==> config.mk <==
export PLATFORM = sky130hd
export DESIGN_NAME = rca8_serial_sub_flat
export DESIGN_NICKNAME = d
export VERILOG_FILES = /design/src/rtl/rca8_serial_sub_if.sv /design/src/rtl/rca8_serial_sub.sv /design/src/flat_wrapper.sv
export SDC_FILE = /design/constraint.sdc
export NUM_CORES = 1
export LEC_CHECK = 0
export ABC_AREA = 1
export BUFFER_PORTS_ARGS = -buffer_cell sky130_fd_sc_hd__buf_2
export CAP_MARGIN = 5
export CORE_MARGIN = 3
export CORE_UTILIZATION = 25
export DETAILED_ROUTE_END_ITERATION = 10
export PLACE_DENSITY = 0.5
export SYNTH_ARGS = -nofsm -noshare
export SYNTH_HDL_FRONTEND = slang
export SYNTH_SLANG_ARGS = --single-unit
==> constraint.sdc <==
create_clock -name Clk -period 1.15 [get_ports Clk]
set_clock_uncertainty 0.1 [all_clocks]
set_input_delay 0.23 -clock Clk [delete_from_list [all_inputs] [get_ports Clk]]
set_output_delay 0.23 -clock Clk [all_outputs]
set_load 0.1 [all_outputs]
==> src/rtl/rca8_serial_sub_if.sv <==
// Request/result bundle for the bit-serial subtractor rca8_serial_sub.
// RCA8_SERIAL_SUB_OVF_EN adds the signed-overflow flag Ovf.
interface rca8_serial_sub_if #(
   parameter int unsigned WIDTH = 8
);
   logic             Start;
   logic [WIDTH-1:0] A;
   logic [WIDTH-1:0] B;
   logic             Bin;
   logic             Busy;
   logic             Done;
   logic [WIDTH-1:0] Diff;
   logic             Bout;
`ifdef RCA8_SERIAL_SUB_OVF_EN
   logic             Ovf;

   modport master (output Start, A, B, Bin, input Busy, Done, Diff, Bout, Ovf);
   modport slave  (input Start, A, B, Bin, output Busy, Done, Diff, Bout, Ovf);
`else
   modport master (output Start, A, B, Bin, input Busy, Done, Diff, Bout);
   modport slave  (input Start, A, B, Bin, output Busy, Done, Diff, Bout);
`endif
endinterface

==> src/rtl/rca8_serial_sub.sv <==
// Bit-serial subtractor: Diff = A - B - Bin, one bit per clock, LSB first.
// Define RCA8_SERIAL_SUB_OVF_EN to add the registered signed-overflow output Ovf.
module rca8_serial_sub #(
   parameter int unsigned WIDTH = 8
) (
   input logic              Clk,
   input logic              Reset_n,
   rca8_serial_sub_if.slave s
);
   localparam int unsigned CNT_W = (WIDTH > 2) ? $clog2(WIDTH) : 1;

   localparam logic [1:0] S_IDLE  = 2'd0;
   localparam logic [1:0] S_SHIFT = 2'd1;
   localparam logic [1:0] S_DONE  = 2'd2;

   logic [1:0]       r_state;
   logic [1:0]       w_state_nxt;
   logic [WIDTH-1:0] r_a_sh;
   logic [WIDTH-1:0] r_b_sh;
   logic [WIDTH-1:0] r_diff;
   logic [CNT_W-1:0] r_cnt;
   logic             r_br;
   logic             r_bout;
   logic             r_busy;
   logic             r_done;

   logic             w_a;
   logic             w_b;
   logic             w_d;
   logic             w_br_nxt;
   logic             w_last;
   logic             w_accept;

   // One full-subtractor bit slice on the operand LSBs
   assign w_a      = r_a_sh[0];
   assign w_b      = r_b_sh[0];
   assign w_d      = w_a ^ w_b ^ r_br;
   assign w_br_nxt = (~w_a & w_b) | (~(w_a ^ w_b) & r_br);
   assign w_last   = (r_cnt == CNT_W'(WIDTH - 1));

   // Busy/Done are registered from the state, so the cycle in which Done is
   // visible is internally IDLE and a Start there chains the next operation.
   assign w_accept = (r_state == S_IDLE) && s.Start;

   always_ff @(posedge Clk) begin : state_reg
      if (!Reset_n) begin
         r_state <= S_IDLE;
      end else begin
         r_state <= w_state_nxt;
      end
   end

   always_comb begin : next_state
      w_state_nxt = r_state;
      case (r_state)
         S_IDLE:  if (s.Start) w_state_nxt = S_SHIFT;
         S_SHIFT: if (w_last)  w_state_nxt = S_DONE;
         S_DONE:  w_state_nxt = S_IDLE;
         default: w_state_nxt = S_IDLE;
      endcase
   end

`ifdef RCA8_SERIAL_SUB_OVF_EN
   logic r_a_msb;
   logic r_b_msb;
   logic r_ovf;
`endif

   always_ff @(posedge Clk) begin : datapath
      if (!Reset_n) begin
         r_a_sh <= '0;
         r_b_sh <= '0;
         r_diff <= '0;
         r_cnt  <= '0;
         r_br   <= 1'b0;
         r_bout <= 1'b0;
         r_busy <= 1'b0;
         r_done <= 1'b0;
`ifdef RCA8_SERIAL_SUB_OVF_EN
         r_a_msb <= 1'b0;
         r_b_msb <= 1'b0;
         r_ovf   <= 1'b0;
`endif
      end else begin
         r_busy <= (r_state == S_SHIFT);
         r_done <= (r_state == S_DONE);
         if (w_accept) begin
            r_a_sh <= s.A;
            r_b_sh <= s.B;
            r_br   <= s.Bin;
            r_cnt  <= '0;
`ifdef RCA8_SERIAL_SUB_OVF_EN
            r_a_msb <= s.A[WIDTH-1];
            r_b_msb <= s.B[WIDTH-1];
`endif
         end else if (r_state == S_SHIFT) begin
            r_a_sh <= {1'b0, r_a_sh[WIDTH-1:1]};
            r_b_sh <= {1'b0, r_b_sh[WIDTH-1:1]};
            r_diff <= {w_d, r_diff[WIDTH-1:1]};
            r_br   <= w_br_nxt;
            r_cnt  <= r_cnt + CNT_W'(1);
            if (w_last) begin
               r_bout <= w_br_nxt;
`ifdef RCA8_SERIAL_SUB_OVF_EN
               // w_d is the final Diff MSB on the last bit
               r_ovf <= (r_a_msb != r_b_msb) && (w_d != r_a_msb);
`endif
            end
         end
      end
   end

   assign s.Busy = r_busy;
   assign s.Done = r_done;
   assign s.Diff = r_diff;
   assign s.Bout = r_bout;
`ifdef RCA8_SERIAL_SUB_OVF_EN
   assign s.Ovf  = r_ovf;
`endif
endmodule

==> src/flat_wrapper.sv <==
// flat-port wrapper written by rule: the top's interface ports become plain ports
module rca8_serial_sub_flat 
#(
   parameter int unsigned WIDTH = 8
)
  (Clk, Reset_n, s_Start, s_A, s_B, s_Bin, s_Busy, s_Done, s_Diff, s_Bout);
  rca8_serial_sub_if #(.WIDTH(WIDTH)) s_i ();
  input logic Clk;
  input logic Reset_n;
  input wire logic [$bits(s_i.Start)-1:0] s_Start;
  input wire logic [$bits(s_i.A)-1:0] s_A;
  input wire logic [$bits(s_i.B)-1:0] s_B;
  input wire logic [$bits(s_i.Bin)-1:0] s_Bin;
  output wire logic [$bits(s_i.Busy)-1:0] s_Busy;
  output wire logic [$bits(s_i.Done)-1:0] s_Done;
  output wire logic [$bits(s_i.Diff)-1:0] s_Diff;
  output wire logic [$bits(s_i.Bout)-1:0] s_Bout;
  assign s_i.Start = s_Start;
  assign s_i.A = s_A;
  assign s_i.B = s_B;
  assign s_i.Bin = s_Bin;
  assign s_Busy = s_i.Busy;
  assign s_Done = s_i.Done;
  assign s_Diff = s_i.Diff;
  assign s_Bout = s_i.Bout;
  rca8_serial_sub #(.WIDTH(WIDTH)) u_core (.Clk(Clk), .Reset_n(Reset_n), .s(s_i));
endmodule
# Yosys cells after proc, flatten, opt, wreduce, memory -nomap -nowiden
# Cells that the tools add are included.
[word_totals]
ff_bits = 33
input_bits = 20
output_inout_bits = 11
elab_cells = 40
[op_classes]
add_sub_neg = 1
eq_ne = 5
mux = 9
bitwise = 9
reduce_logical = 7
[op_table]
columns = ["cell", "count"]
rows = [
  ["two-way mux 8 bit", 4],
  ["two-way mux 2 bit", 2],
  ["inverter 1 bit", 4],
  ["one-hot mux 2 bit (2 select lines)", 1],
  ["AND reduction 2 bit", 2],
  ["adder 3 x 1 -> 3 bit (second input constant)", 1],
  ["equality test 3 bit (second input constant)", 1],
  ["AND reduction 3 bit", 1],
  ["AND 1 bit", 2],
  ["equality test 2 x 1 -> 1 bit (second input constant)", 1],
  ["equality test 2 bit (second input constant)", 1],
  ["logical NOT 2 bit", 1],
  ["two-way mux 1 bit", 2],
  ["inequality test 2 x 1 -> 1 bit (second input constant)", 1],
  ["inequality test 2 bit (second input constant)", 1],
  ["nonzero test 2 bit", 1],
  ["OR reduction 2 bit", 1],
  ["XOR 1 bit", 2],
  ["logical AND 1 bit", 1],
  ["bitwise OR 1 bit", 1],
]

# Logic depth before layout (Yosys ltp)
# Gate-level depths: netlist of run 1.
[depth]
depth_word = 6
depth_mapped = 7
ltp_nobuf = 6

# Worst setup path before layout of run 1
# Ideal clock, no wire load.
[synth_path]
kind = "register to register"
startpoint = "register u_core.r_diff[1], in the netlist u_core.s.Diff[1]"
endpoint = "register u_core.r_diff[0], in the netlist u_core.s.Diff[0]"
setup_time_ps = 67
arrival_time_ps = 1236
required_time_ps = 983
path_slack_ps = -253
path_stages_with_launch = 3
path_buffers = 0
period_less_slack_ps = 1403
path_cell_list = "dfxtp_1 o21ai_0 nor2_1"
[synth_lines]
columns = ["element", "line", "source"]
rows = [
  ["start: declaration", "rca8_serial_sub.sv:20", "logic [WIDTH-1:0] r_diff;"],
  ["start signal: assignment", "rca8_serial_sub.sv:99", "r_diff <= {w_d, r_diff[WIDTH-1:1]};"],
]

# Worst setup path after layout of run 1
[layout_path]
startpoint = "register u_core.r_br"
endpoint = "register u_core.r_diff[7], in the netlist u_core.s.Diff[7]"
[layout_between]
elab_chain_cells = 1
[layout_rtl]
columns = ["element", "line", "source"]
rows = [
  ["start: declaration", "rca8_serial_sub.sv:22", "logic r_br;"],
  ["start signal: assignment", "rca8_serial_sub.sv:90", "r_br <= s.Bin;"],
  ["start signal: assignment", "rca8_serial_sub.sv:100", "r_br <= w_br_nxt;"],
  ["XOR 1 bit", "rca8_serial_sub.sv:37", "assign w_d = w_a ^ w_b ^ r_br;"],
  ["via u_core.w_d", "rca8_serial_sub.sv:29", "logic w_d;"],
]
# The timed path passes the listed nets, and every way through them passes these cells.
# A chain may end at the register's enable or synchronous reset.

==> results of run 1 <==
-- kinds of logic (layout without fill, tap and decap cells) --
kind of cell / after synthesis / after routing / share of synthesized area
simple gates: 95 / 95 / 0.260
compound gates: 45 / 45 / 0.155
buf+inv: 36 / 83 / 0.105
flops: 33 / 33 / 0.444
fa+ha+maj: 3 / 3 / 0.0303
xor+xnor: 1 / 1 / 0.00589
-- cell usage after synthesis, drive strengths merged --
cell type  count  area (um^2)
nand3         17         85.1
nor3           1         5.00
xor2           1         8.76
o31ai          1         7.51
inv           22         82.6
a21oi         18         90.1
nand2         26          103
nor2          51          194
dfxtp         33          661
ha             2         25.0
buf           10         58.8
clkbuf         4         15.0
o21ai         24          120
fa             1         20.0
o22ai          2         12.5
-- how the worst min path moves through the flow --
stage / start / endpoint / slack, ps / depth (start not counted)
floorplan: s_A[7] / u_core.r_a_sh[7] / 270 / 2
global placement: u_core.r_cnt[2] / u_core.r_cnt[2] / 350 / 2
detailed placement: u_core.r_cnt[1] / u_core.r_cnt[1] / 350 / 2
CTS: s_B[7] / u_core.r_b_sh[7] / 90 / 3
global route: s_B[7] / u_core.r_b_sh[7] / 90 / 3
finish: s_B[7] / u_core.r_b_sh[7] / 100 / 3
-- stage by stage --
step	area, um^2	setup TNS (ps)	instances	hold slack [ps]	utilization
finish	2320	-366	332	96.7	0.411
global route	2320	-2140	332	87.6	0.411
CTS	2130	-231	328	92.7	0.377
detailed placement	1960	-550	317	355	0.348
global placement	1960	-244	317	350	0.348
floorplan	1500	-1790	213	274	-
-- area by class of cell --
class / instances / area, um^2 / area share
multi-input combinational: 144 / 808 / 0.348
tap: 72 / 90.1 / 0.0388
inverter: 22 / 85.1 / 0.0367
sequential: 33 / 693 / 0.299
clock buffer: 7 / 86.3 / 0.0372
timing repair buffer: 54 / 558 / 0.240
-- flip-flops by register name, indices dropped and copies added (netlist names) --
| name | count |
|---|---|
| u_core.r_a_sh | 8 |
| u_core.r_b_sh | 8 |
| u_core.s.Diff | 8 |
| u_core.r_cnt | 3 |
| u_core.r_state | 2 |
| u_core.r_br | 1 |
| u_core.s.Bout | 1 |
| u_core.s.Busy | 1 |
| u_core.s.Done | 1 |
-- where the power goes --
| group | internal [uW] | total, uW | switching [uW] |
|---|---|---|---|
| Sequential | 1250 | 1340 | 82.4 |
| Clock | 475 | 890 | 415 |
| Combinational | 438 | 1050 | 607 |
-- repair_timing --
item,4_1_cts,5_1_grt
resized for setup,23,47
pin swaps,3,19
gates cloned,0,4
setup endpoints to repair,27,37
endpoints found under the hold margin,0,0
setup buffers,4,0
-- critical path: cells and delay by family, from the launching register on --
family / cells / cell delay, ps
buf+inv: 1 / 40
simple gates: 1 / 80
flops: 1 / 330
compound gates: 1 / 50
fa+ha+maj: 1 / 560
-- metal layers --
metal,up-vias,part of all wire
li1,769,-
met3,6,0.036
met4,0,0.018
met5,-,0
met1,664,0.46
met2,28,0.48
==> results.toml, run 1 <==
[power_and_ir_drop]
total_leakage_power_uw = 0.00101
p_total_uw = 3270
powerDensity_nw_per_um2 = 1410
ir_drop_uv = 431

[setup_path]
start_kind = "flop"
critical_path_arrival_ps = 1350
crit_path_end = "u_core.s.Diff[7]"
reg2reg_depth = 4
r2r_start = "u_core.r_br"
reg2reg_to = "u_core.s.Diff[7]"
worstSetupEndpointType = "flop"
crit_start = "u_core.r_br"
reg2reg_slack_ps = -70
slowest_delay_ps = 560
worst_path_max_delay_cell = "fa_2"
critPathKind = "reg -> reg"
critPathRequiredTime_ps = 1280
crit_chain = "inv_2, fa_2, o21ai_2, nor2_1"
cp_max_fo = 2

[place]
gp_congestion = 0.705
dp_slack_ps = -81.7
hpwl_um = 2420
io_buffers = 30

[run]
drv_cap = 0

[timing]
setup_viol = 16
post-route-period-util = 1.06
max_freq_ghz = 0.821
grt_setup_unrepaired = "true"
tightest_slew_ps = 221
fin_crit_ps = 1220
slew_violations = 0
final_hold_viol_count = 0
timing.final.ws_setup_ps = -67.9
relSlewSlack = 0.853

[logic_synthesis]
syn-mean-instance-area_um2 = 6.98
synth_warnings = 0
synth_cell_type_count = 20
ys_ff_latch = 33
synth_fp_nets = 236
synth-seq-area-share = 0.444
synthCells = 213
syn-cell-area_um2 = 1490

[cts]
clock-sinks = 33
cts-root-buf = "clkbuf_8"
cts_tree = "done"
htree_levels = 2
numCtsBuffers = 5
clkLatencyLatePin_ps = 290
ctsLongestPathBuffers = 2
hold_buffers = 0
clk_pin_slew_worst_paths_ps = 70

[final_layout]
drive_above_1_share = 0.412
nets = 283
fillers = 578
final_common_cell = "nor2_1"
final_cell_mix = "nor2_1 (48), inv_1 (19), buf_2 (19)"
area_growth_pct = 56.0
diodes = 0

[grt]
track_usage = 0.104
grt_antenna_before_repair = 0
gr-total-overflow = 0
gr-max-usage-layer = "met2"
use_met2 = 0.168
grt_pass1_vias = 1357
grtUsageMet3 = 0.0347
grt_pass1_wl_um = 5980
grt_max_degree = 24
grt_util_met1 = 0.126

[drt]
dr_total_vias = 1467
final_antenna_net_count = 0
drtPass1Iterations = 4
drt_iter0_drc = 65
wl_um = 3740
post_drt_wl_per_cell_um = 11.3
drt_drc_violations_left = 0
vias_per_cell = 4.42

[outcome]
violations = "setup timing"
status = "complete, but fails checks"

[die]
die_h_um = 83.1
core-area_um2 = 5640
die-area_um2 = 6910
rows = 27
num_io_pins = 31
die_w_um = 83.1
initial_core_util = 0.264

[min_path]
hp-class = "in -> reg"
Note: power is estimated with default switching activity, not from simulation.
==> run 2, diff against run 1 <==
- PLACE_DENSITY: 0.5 -> default
==> run 2 against run 1 <==
Combinational power is 8% lower; critical path depth grew 2; flip-flop and latch count is the same; final cell count decreased by 2.7%; count of clock-buffer cells in the layout is 2 lower; global-route usage fell by 0.83 points; clock power is 12% lower; fmax rose by 1.4%; worst hold slack better by 19 ps; the run still ends with setup timing left.
==> results.toml, run 2 (synthesized netlist as in run 1, its figures left out) <==
[timing]
fin_crit_ps = 1200
post-route-period-util = 1.04
relSlewSlack = 0.750
tightest_slew_ps = 371
grt_setup_unrepaired = "true"
max_freq_ghz = 0.832
setup_tns_ps = -478
setup_viol = 17
final_hold_viol_count = 0
slew_violations = 0
timing.final.ws_setup_ps = -51.7
whs_ps = 115

[place]
hpwl_um = 2160
io_buffers = 30
dpl.cell_count = 310
gp_congestion = 0.772
post_dp_cell_area_um2 = 1950

[setup_path]
critPathKind = "reg -> reg"
reg2reg_slack_ps = -50
critPathRequiredTime_ps = 1220
start_kind = "flop"
cp_max_fo = 10
worstSetupEndpointType = "flop"
critical_path_arrival_ps = 1270
reg2reg_depth = 6

[grt]
grt_pass1_wl_um = 5610
grt_util_met1 = 0.133
grtUsageMet3 = 0.0278
track_usage = 0.0962
grt_antenna_before_repair = 0
grt_max_degree = 32
use_met2 = 0.138
gr-max-usage-layer = "met2"
gr-total-overflow = 0
grt_pass1_vias = 1254

[drt]
drt_iter0_drc = 71
wl_um = 3390
dr_total_vias = 1439
drt_drc_violations_left = 0
drtPass1Iterations = 5
vias_per_cell = 4.46
final_antenna_net_count = 0
post_drt_wl_per_cell_um = 10.5

[cts]
clock-sinks = 33
clk_pin_slew_worst_paths_ps = 60
clkLatencyLatePin_ps = 280
hold_buffers = 0
ctsLongestPathBuffers = 2
cts-root-buf = "clkbuf_8"
cts_tree = "done"
htree_levels = 2
numCtsBuffers = 5

[final_layout]
drive_above_1_share = 0.315
postLayoutCellArea_um2 = 2160
fillers = 561
final_common_cell = "nor2_1"
nets = 275
diodes = 0
area_growth_pct = 45.3
final_cells = 323
final_cell_mix = "nor2_1 (50), nand2_1 (22), inv_1 (20)"

[min_path]
hp-class = "in -> reg"
min_path_cells = 3

[power_and_ir_drop]
total_leakage_power_uw = 0.000960
p_total_uw = 3080
ir_drop_uv = 615
powerDensity_nw_per_um2 = 1420

[outcome]
status = "complete, but fails checks"
violations = "setup timing"

[run]
drv_cap = 0

[die]
initial_core_util = 0.264
rows = 27
die_w_um = 83.1
num_io_pins = 31
die-area_um2 = 6910
core-area_um2 = 5640
die_h_um = 83.1
## run 2: area by class of cell
| type | count | area (um^2) | share of cell area |
|---|---|---|---|
| Tap cell | 72 | 90.1 | 0.0417 |
| Multi-Input combinational cell | 144 | 704 | 0.326 |
| Inverter | 22 | 82.6 | 0.0382 |
| Sequential cell | 33 | 687 | 0.318 |
| Timing Repair Buffer | 46 | 524 | 0.242 |
| Clock buffer | 5 | 68.8 | 0.0318 |
| Clock inverter | 1 | 5.00 | 0.00231 |
## run 2: through the flow
step           setup slack (ps)   util
4_1_cts                   -44.7  0.366
3_5_place_dp              -59.9  0.345
6_report                  -51.7  0.383
5_1_grt                    -126  0.383
3_3_place_gp              -48.3  0.345
2_1_floorplan              -253      -
## run 2: per-layer routing
metal,vias up,share of wire,wire [um]
met5,-,0,0
met4,0,0.014,48
met3,7,0.053,181
met2,45,0.42,1430
met1,633,0.51,1730
li1,754,-,-
## run 2: repair_timing
item	4_1_cts	5_1_grt
resized for setup	10	16
cloned	0	2
setup endpoints to repair	28	31
pin swaps	1	4
setup buffers	4	1
## run 2: power breakdown
part	switching (uW)	leakage, uW	internal (uW)
clock network	387	0.0000399	397
logic	568	0.000642	400
registers	75.8	0.000278	1250
total	1030	0.000960	2050
## run 2: path summary, 6_finish.rpt
kind                     startpoint                to
setup / recovery  u_core.r_state[1]  u_core.r_b_sh[5]
hold / removal               s_B[7]  u_core.r_b_sh[7]
hold reg to reg     u_core.r_cnt[1]   u_core.r_cnt[1]
setup reg to reg  u_core.r_state[1]  u_core.r_b_sh[5]
## run 2: worst max-delay path, stage by stage (launching register included)
cell       delay, ps
dfxtp_4          370
inv_2             50
nand2_2           90
nand2_4           90
clkbuf_16        170
o21ai_0          140
nor2_1            70
==> run 3, diff against run 2 <==
- CORE_ASPECT_RATIO: default -> 0.8
==> run 3 against run 2 <==
Final cell count rose by 3.4%; sequential power barely moved; via count barely moved; critical path type unchanged; global-route usage rose by 1.6 points; largest power group unchanged; the run still ends with setup timing left; sequential share of layout area fell by 1.3 points; combinational power rose by 5%; critical endpoint is now u_core.s.Diff[7]; largest cell class unchanged.
==> results.toml, run 3 (synthesized netlist as in run 1, its figures left out) <==
[timing]
fin_crit_ps = 1230
max_freq_ghz = 0.811
tightest_slew_ps = 179
post-route-period-util = 1.07
grt_setup_unrepaired = "true"
final_hold_viol_count = 0
slew_violations = 0
setup_viol = 12
relSlewSlack = 0.880
timing.final.ws_setup_ps = -83.1

[place]
hpwl_um = 2310
gp_congestion = 0.678
dp_slack_ps = -84.0
io_buffers = 30
dpl.cell_count = 318

[setup_path]
critPathRequiredTime_ps = 1270
reg2reg_depth = 4
cp_max_fo = 2
reg2reg_slack_ps = -80
r2r_start = "u_core.r_br"
worstPathBufferInverterCount = 1
worst_path_max_delay_cell = "fa_2"
worstSetupEndpointType = "flop"
critical_path_arrival_ps = 1360
reg2reg_to = "u_core.s.Diff[7]"
path_delay_family = "adder cells"
start_kind = "flop"
crit_chain = "inv_2, fa_2, o21ai_2, nor2_1"
critPathKind = "reg -> reg"
slowest_delay_ps = 560

[drt]
vias_per_cell = 4.31
wl_um = 3780
drt_iter0_drc = 55
post_drt_wl_per_cell_um = 11.3
dr_total_vias = 1440
drtPass1Iterations = 4
drt_drc_violations_left = 0
final_antenna_net_count = 0

[grt]
gr-total-overflow = 0
track_usage = 0.113
grt_pass1_wl_um = 6100
grt_antenna_before_repair = 0
grt_pass1_vias = 1347
grt_max_degree = 32

[min_path]
min_path_cells = 3
min_to = "u_core.r_a_sh[7]"
hp-start = "s_A[7]"
hp-class = "in -> reg"

[final_layout]
drive_above_1_share = 0.402
seqCellArea_um2 = 693
area_growth_pct = 52.9
final_common_cell = "nor2_1"
diodes = 0
final_cells = 334
fin_util = 0.405
nets = 279
final_cell_mix = "nor2_1 (44), nand2_1 (22), inv_1 (19), buf_2 (19), dfxtp_1 (15)"
fillers = 563
multi_input_area_um2 = 769

[power_and_ir_drop]
total_leakage_power_uw = 0.000985
powerDensity_nw_per_um2 = 1420
ir_drop_uv = 481

[cts]
cts_tree = "done"
cts-root-buf = "clkbuf_8"
clk_pin_slew_worst_paths_ps = 70
numCtsBuffers = 5
hold_buffers = 0
clkLatencyLatePin_ps = 290
ctsLongestPathBuffers = 2
clock-sinks = 33
htree_levels = 2

[die]
die_h_um = 75.0
die_w_um = 92.2
num_io_pins = 31
core-area_um2 = 5620
initial_core_util = 0.265
rows = 24
die-area_um2 = 6920

[run]
drv_cap = 0

[outcome]
status = "complete, but fails checks"
violations = "setup timing"
==> run 3: layer usage <==
metal  share of wire  vias to the layer above  routed length (um)  global-route usage
met3           0.035                        6                 132              0.0250
met1            0.50                      650                1870               0.143
met4           0.022                        0                  84              0.0692
li1                -                      764                   -                   -
met5               0                        -                   0                   0
met2            0.45                       20                1690               0.177
==> run 3: cell type report <==
cell class | instances | share of cell area
clock buffers | 7 | 0.0380
inverters | 22 | 0.0363
multi-input cells | 144 | 0.338
flip-flops and latches | 33 | 0.305
well taps | 78 | 0.0429
repair buffers | 50 | 0.240
==> run 3: worst max-delay path by stage <==
| stage | cells past startpoint | start | to |
|---|---|---|---|
| 3_5_place_dp | 4 | u_core.r_b_sh[0] | u_core.s.Diff[7] |
| 6_report | 4 | u_core.r_br | u_core.s.Diff[7] |
| 3_3_place_gp | 4 | u_core.r_b_sh[0] | u_core.s.Diff[7] |
| 4_1_cts | 4 | u_core.r_b_sh[0] | u_core.s.Diff[7] |
| 2_1_floorplan | 2 | u_core.s.Diff[1] | u_core.s.Diff[0] |
| 5_1_grt | 4 | u_core.r_br | u_core.s.Diff[7] |
==> run 3: report_power, final <==
group,leakage [uW],internal [uW],switching (uW)
clock,0.0000443,474,401
combinational,0.000661,423,596
sequential,0.000280,1250,79.8
total,0.000985,2150,1080
==> run 3: worst reg2reg max path: cells and delay by family, from the launching register on <==
| kind | cells | cell delay, ps |
|---|---|---|
| and+or+nand+nor | 1 | 90 |
| buffers and inverters | 1 | 40 |
| adders and majority gates | 1 | 560 |
| DFF | 1 | 330 |
| AOI/OAI and AO/OA | 1 | 50 |
==> run 3: through the flow <==
step / TNS [ps] / area [um^2] / hold slack [ps] / total power [uW]
CTS: -155 / 2110 / 103 / 3150
detailed placement: -381 / 1960 / 357 / 2220
floorplan: -1790 / 1500 / 274 / 1910
global placement: -145 / 1960 / 349 / 2210
global route: -1670 / 2270 / 87.9 / 3410
finish: -210 / 2270 / 83.8 / 3230
==> run 3: timing repair <==
item / in CTS / in global routing
setup buffers: 5 / 2
resized for setup: 15 / 43
setup endpoints to repair: 29 / 33
gates cloned: 0 / 2
pin swaps: 1 / 6
